## src/rtl/tdm_pkg.sv

```systemverilog
// Shared constants, state encoding and counter sizing for the TDM receive path.
package tdm_pkg;

   localparam int unsigned N_CH_DEFAULT = 4;
   localparam int unsigned W_DEFAULT    = 8;

   typedef enum logic {
      HUNT = 1'b0,
      LOCK = 1'b1
   } state_e;

   // Counter width for a 0..n-1 counter, never narrower than one bit.
   function automatic int unsigned cnt_w(input int unsigned n);
      return (n > 2) ? $clog2(n) : 1;
   endfunction

endpackage

```

## src/rtl/tdm_slot_shifter.sv

```systemverilog
// Per-slot MSB-first shifter and bit counter; flags the bit that completes a slot word.
module tdm_slot_shifter
   import tdm_pkg::*;
#(
   parameter int unsigned W = W_DEFAULT
) (
   input  logic         clk,
   input  logic         rst_n,
   input  logic         shift_en,
   input  logic         start,
   input  logic         sdi,
   output logic [W-1:0] word_c,
   output logic         word_done_c,
   output logic         at_bit0_c
);

   localparam int unsigned BW = cnt_w(W);

   // Only W-1 bits are stored: the final bit of a word is taken straight from sdi.
   logic [W-2:0]  shift_q, shift_d;
   logic [BW-1:0] bit_cnt_q, bit_cnt_d;
   logic [BW-1:0] pos;

   always_comb begin
      pos         = start ? '0 : bit_cnt_q;
      word_c      = {shift_q, sdi};
      word_done_c = shift_en && (pos == BW'(W - 1));
      at_bit0_c   = (bit_cnt_q == '0);
      shift_d     = shift_q;
      bit_cnt_d   = bit_cnt_q;
      if (shift_en) begin
         shift_d   = word_c[W-2:0];
         bit_cnt_d = (pos == BW'(W - 1)) ? '0 : pos + BW'(1);
      end
   end

   always_ff @(posedge clk or negedge rst_n) begin
      if (!rst_n) begin
         shift_q   <= '0;
         bit_cnt_q <= '0;
      end else begin
         shift_q   <= shift_d;
         bit_cnt_q <= bit_cnt_d;
      end
   end

endmodule

```

## src/rtl/tdm_demux_rx.sv

```systemverilog
// TDM receive demultiplexer: frame alignment FSM, slot counter, staging bank and
// the parallel output bank that only ever changes by a whole frame.
module tdm_demux_rx
   import tdm_pkg::*;
#(
   parameter int unsigned N_CH = N_CH_DEFAULT,
   parameter int unsigned W    = W_DEFAULT
) (
   input  logic              clk,
   input  logic              rst_n,
   input  logic              bit_en,
   input  logic              sdi,
   input  logic              fsync,
   output logic [N_CH*W-1:0] dout,
   output logic              frame_valid,
   output logic [N_CH-1:0]   ch_valid,
   output logic              locked,
   output logic              sync_err
);

   localparam int unsigned SW = cnt_w(N_CH);

   state_e              state_q, state_d;
   logic [SW-1:0]       slot_q, slot_d;
   logic [W-1:0]        stage_q [N_CH];
   logic [W-1:0]        stage_d [N_CH];
   logic [N_CH*W-1:0]   dout_q, dout_d;
   logic                frame_valid_q, frame_valid_d;
   logic [N_CH-1:0]     ch_valid_q, ch_valid_d;
   logic                locked_q, locked_d;
   logic                sync_err_q, sync_err_d;

   logic                shift_en;
   logic                frame_start;
   logic                word_done;
   logic                at_bit0;
   logic [W-1:0]        word;

   // Expected start of a frame: first bit of slot 0.
   assign frame_start = (slot_q == '0) && at_bit0;

   // A bit is consumed unless it is ignored in HUNT or dropped for a missing fsync.
   assign shift_en = bit_en && ((state_q == HUNT) ? fsync : !(frame_start && !fsync));

   tdm_slot_shifter #(
      .W (W)
   ) u_shifter (
      .clk         (clk),
      .rst_n       (rst_n),
      .shift_en    (shift_en),
      .start       (fsync),
      .sdi         (sdi),
      .word_c      (word),
      .word_done_c (word_done),
      .at_bit0_c   (at_bit0)
   );

   always_comb begin
      state_d       = state_q;
      slot_d        = slot_q;
      stage_d       = stage_q;
      dout_d        = dout_q;
      frame_valid_d = 1'b0;
      ch_valid_d    = '0;
      sync_err_d    = 1'b0;

      if (bit_en) begin
         case (state_q)
            HUNT: begin
               if (fsync) begin
                  state_d = LOCK;
                  slot_d  = '0;
               end
            end
            LOCK: begin
               if (frame_start && !fsync) begin
                  sync_err_d = 1'b1;
                  state_d    = HUNT;
               end else if (fsync) begin
                  // Early marker realigns here; the partial frame never reaches dout.
                  slot_d     = '0;
                  sync_err_d = !frame_start;
               end else if (word_done) begin
                  for (int k = 0; k < N_CH; k++) begin
                     if (SW'(k) == slot_q) begin
                        stage_d[k]    = word;
                        ch_valid_d[k] = 1'b1;
                     end
                  end
                  if (slot_q == SW'(N_CH - 1)) begin
                     slot_d        = '0;
                     frame_valid_d = 1'b1;
                     for (int k = 0; k < N_CH; k++) begin
                        dout_d[k*W +: W] = stage_d[k];
                     end
                  end else begin
                     slot_d = slot_q + SW'(1);
                  end
               end
            end
         endcase
      end

      locked_d = (state_d == LOCK);
   end

   always_ff @(posedge clk or negedge rst_n) begin
      if (!rst_n) begin
         state_q       <= HUNT;
         slot_q        <= '0;
         for (int k = 0; k < N_CH; k++) begin
            stage_q[k] <= '0;
         end
         dout_q        <= '0;
         frame_valid_q <= 1'b0;
         ch_valid_q    <= '0;
         locked_q      <= 1'b0;
         sync_err_q    <= 1'b0;
      end else begin
         state_q       <= state_d;
         slot_q        <= slot_d;
         stage_q       <= stage_d;
         dout_q        <= dout_d;
         frame_valid_q <= frame_valid_d;
         ch_valid_q    <= ch_valid_d;
         locked_q      <= locked_d;
         sync_err_q    <= sync_err_d;
      end
   end

   assign dout        = dout_q;
   assign frame_valid = frame_valid_q;
   assign ch_valid    = ch_valid_q;
   assign locked      = locked_q;
   assign sync_err    = sync_err_q;

endmodule

```

## config.mk

```make
export PLATFORM = sky130hd
export DESIGN_NAME = tdm_demux_rx
export DESIGN_NICKNAME = d
export VERILOG_FILES = /design/src/rtl/tdm_pkg.sv /design/src/rtl/tdm_slot_shifter.sv /design/src/rtl/tdm_demux_rx.sv
export SDC_FILE = /design/constraint.sdc
export NUM_CORES = 1
export LEC_CHECK = 0
export BUFFER_PORTS_ARGS = -buffer_cell sky130_fd_sc_hd__buf_2
export CAP_MARGIN = 10
export CORE_MARGIN = 2
export CORE_UTILIZATION = 25
export DETAILED_ROUTE_END_ITERATION = 12
export HOLD_SLACK_MARGIN = 0.08
export PLACE_DENSITY = 0.38
export SLEW_MARGIN = 10
export SYNTH_ARGS = -nofsm -noshare
export SYNTH_HDL_FRONTEND = slang
export SYNTH_SLANG_ARGS = --single-unit
export TNS_END_PERCENT = 1
```

## constraint.sdc

```tcl
create_clock -name clk -period 2.4 [get_ports clk]
set_clock_uncertainty 0.2 [all_clocks]
set_input_delay 0.12 -clock clk [delete_from_list [all_inputs] [get_ports clk]]
set_output_delay 0.12 -clock clk [all_outputs]
set_load 0.005 [all_outputs]
```

==> results.py <==
metrics = {
    "logic_synthesis": {
        "syn_area_um2": 3286,
        "synth_cell_types": 26,
        "yosysWarningCount": 0,
        "synth.area.top_cells": "dfrtp_1, mux2_2, ha_1, buf_6, and2_1",
        "ys_ff_latch": 74,
        "syn_area_per_cell_um2": 15.07,
        "yosysSeqAreaShare_pct": 56.36,
        "syn_inst": 218,
        "syn_nets": 231,
        "yosys.area.top_type": "dfrtp_1",
        "yosysTopAreaCellShare_pct": 56.36,
    },
    "clock_network": {
        "tritoncts": "yes",
        "cts_root_buf": "clkbuf_16",
        "cts_sinks": 74,
        "clockBufferDepth": 2,
        "numCtsBuffers": 9,
        "clkSlewWorstSetupHoldPaths_ns": 0.06,
        "htreeDepth": 3,
        "clk_latency_ns": 0.33,
    },
    "worst_setup_path": {
        "crit_arrival_ns": 2.35,
        "crit_path_end_kind": "register",
        "critPathKind": "register to register",
        "critPathMaxFanout": 8,
        "required_ns": 2.41,
        "start_kind": "register",
    },
    "power_and_ir_drop": {
        "power_density_nw_per_um2": 786.5,
        "ir_worst_vdd_mv": 0.3635,
        "power.leakage_nw": 2.147,
        "power.total_mw": 3.304,
    },
    "layout": {
        "antenna_cells": 0,
        "fillers": 1312,
        "final_cells": 464,
        "syn_to_final_growth_pct": 27.84,
        "fin_nets": 300,
        "fin_util_pct": 33.02,
        "drive_gt1_share_pct": 61.99,
    },
    "drt": {
        "dr.pass1.iters": 4,
        "routedWlPerCell_um": 15.24,
        "vias": 1928,
        "initialDrtViolationCount": 60,
        "ant_nets": 0,
        "drc": 0,
        "vias_per_cell": 4.155,
        "wirelength_um": 7071,
    },
    "die": {
        "die-area_um2": 14080,
        "pin_count": 44,
        "row_count": 41,
        "coreArea_um2": 12720,
        "initial_core_util_pct": 25.83,
        "dieHeight_um": 118.6,
        "die_w_um": 118.6,
    },
    "placed_design": {
        "port_buffers": 43,
        "globalplace.congestion": 0.6696,
        "hpwl_um": 4443,
        "dp.cells": 441,
    },
    "sta": {
        "worst_slew_pin_slew_ns": 0.5206,
        "rsz0062_at_grt": "true",
        "fmax_ghz": 0.4281,
        "maxSlewViolCount": 0,
        "setup_viol": 0,
        "fin_crit_sh_pct": 97.32,
        "max-slew-margin-rel_pct": 65.29,
        "period_needed_ns": 2.336,
        "hold_viol_final": 0,
    },
    "grt": {
        "grt_use_total_pct": 11.01,
        "grt_pass1_vias": 1993,
        "grt_overflow_total": 0,
        "grt_max_degree": 39,
        "antenna_found_initial": 0,
        "grt_pass1_wl_um": 11790,
    },
    "status": {
        "status": "finished, final reports clean",
    },
    "hold_path": {
        "hp-class": "input port to register",
    },
    "job": {
        "cap_violations": 0,
    },
}
metal layers:
metal	wire, um	up-vias	part of all wire, %	GRT usage (%)
met5	0	-	0	0
met4	85	0	1.2	4.241
met3	318	8	4.5	3.330
met2	3278	44	46	16.52
met1	3388	972	48	14.85
li1	-	904	-	-
cells in the final DEF (no fill, tap or decap), types with 3 or more instances in the layout:
| cell | count |
|---|---|
| ha_1 | 6 |
| and2_1 | 5 |
| nor2_4 | 5 |
| buf_4 | 16 |
| clkbuf_16 | 9 |
| dlygate4sd3_1 | 4 |
| nand2_1 | 4 |
| clkbuf_1 | 3 |
| dfrtp_1 | 74 |
| buf_12 | 4 |
| nor2_1 | 3 |
| mux2_2 | 90 |
| inv_2 | 3 |
| buf_2 | 42 |
| clkinv_2 | 3 |
synth_stat cells:
cell,instances
a21boi_0,1
a21boi_2,1
a21o_1,1
a22o_1,1
a31oi_1,1
and2_1,5
and3_1,1
buf_2,1
buf_4,2
buf_6,5
clkbuf_2,2
dfrtp_1,74
ha_1,8
inv_1,5
mux2_2,90
nand2_1,4
nand4b_1,1
nand4b_4,1
nor2_1,3
nor2_2,3
nor2_4,1
nor2b_1,3
o21a_1,1
o21ai_0,1
o22ai_1,1
or4b_2,1
worst max-delay path: stages (launching register included):
cell	delay [ns]
dfrtp_1	0.36
inv_2	0.06
ha_4	0.15
or4b_4	0.20
inv_2	0.04
ha_4	0.15
nand4b_4	0.23
buf_6	0.19
nor2_4	0.25
mux2_2	0.37
repair_timing:
item                                    CTS  global route
hold buffers                              4             0
gates cloned                              1             0
pin swaps                                 4             1
buffers inserted                          1             1
hold endpoints to repair                 86             0
endpoints found under the setup margin   66            50
gates resized for setup                   5             5
stage by stage:
step | cell area (um^2) | TNS, ns | worst slack (ns) | hold WS [ns]
global route | 4200 | -0.4424 | -0.03880 | 0.1277
floorplan | 3308 | 0 | 0.006312 | -0.3756
CTS | 4163 | -0.8702 | -0.05785 | 0.08694
finish | 4200 | 0 | 0.06427 | 0.09807
detailed placement | 3811 | -11.99 | -0.3320 | -0.06137
global placement | 3811 | -11.78 | -0.3216 | -0.06203
path summary, 6_finish.rpt:
path                                          from                                 end  slack (ns)  cells after the start
hold reg to reg            stage_q[23]$_DFFE_PN0P_             stage_q[23]$_DFFE_PN0P_        0.30                      1
hold / removal                               fsync  u_shifter.bit_cnt_q[1]$_DFFE_PN0N_         0.1                      4
min in group asynchronous                    rst_n  u_shifter.bit_cnt_q[0]$_DFFE_PN0N_        0.11                      2
setup / recovery             slot_q[1]$_DFFE_PN0P_             stage_q[15]$_DFFE_PN0P_        0.06                      9
max in group asynchronous                    rst_n             stage_q[10]$_DFFE_PN0P_        1.31                      3
setup reg to reg             slot_q[1]$_DFFE_PN0P_             stage_q[15]$_DFFE_PN0P_        0.06                      9
power breakdown:
group	switching [mW]	leakage, nW	internal [mW]
combinational	0.244	1.00	0.343
sequential	0.150	1.01	1.34
clock	0.500	0.133	0.724
total	0.894	2.15	2.41
cells by family after synthesis:
logic type                 synth area share [%]
AOI/OAI and AO/OA                         1.828
adders and majority gates                 3.047
buffers and inverters                     3.198
DFF                                       56.36
muxes                                     30.85
and+or+nand+nor                           4.722
flip-flops by register name (all words and copies together) (netlist names):
signal               flops
stage_q                 24
locked                   1
dout                    32
u_shifter.shift_q        7
u_shifter.bit_cnt_q      3
sync_err                 1
ch_valid                 4
slot_q                   2
cell type report:
class,count,area (um^2),share of cell area (%)
tap,172,215.2,5.124
sequential,74,1852,44.09
multi-input combinational,130,1388,33.04
clock buffer,13,250.2,5.958
inverter,5,18.77,0.4468
clock inverter,3,15.01,0.3575
timing repair buffer,67,461.7,10.99
Power figures use the tool's default switching activity.
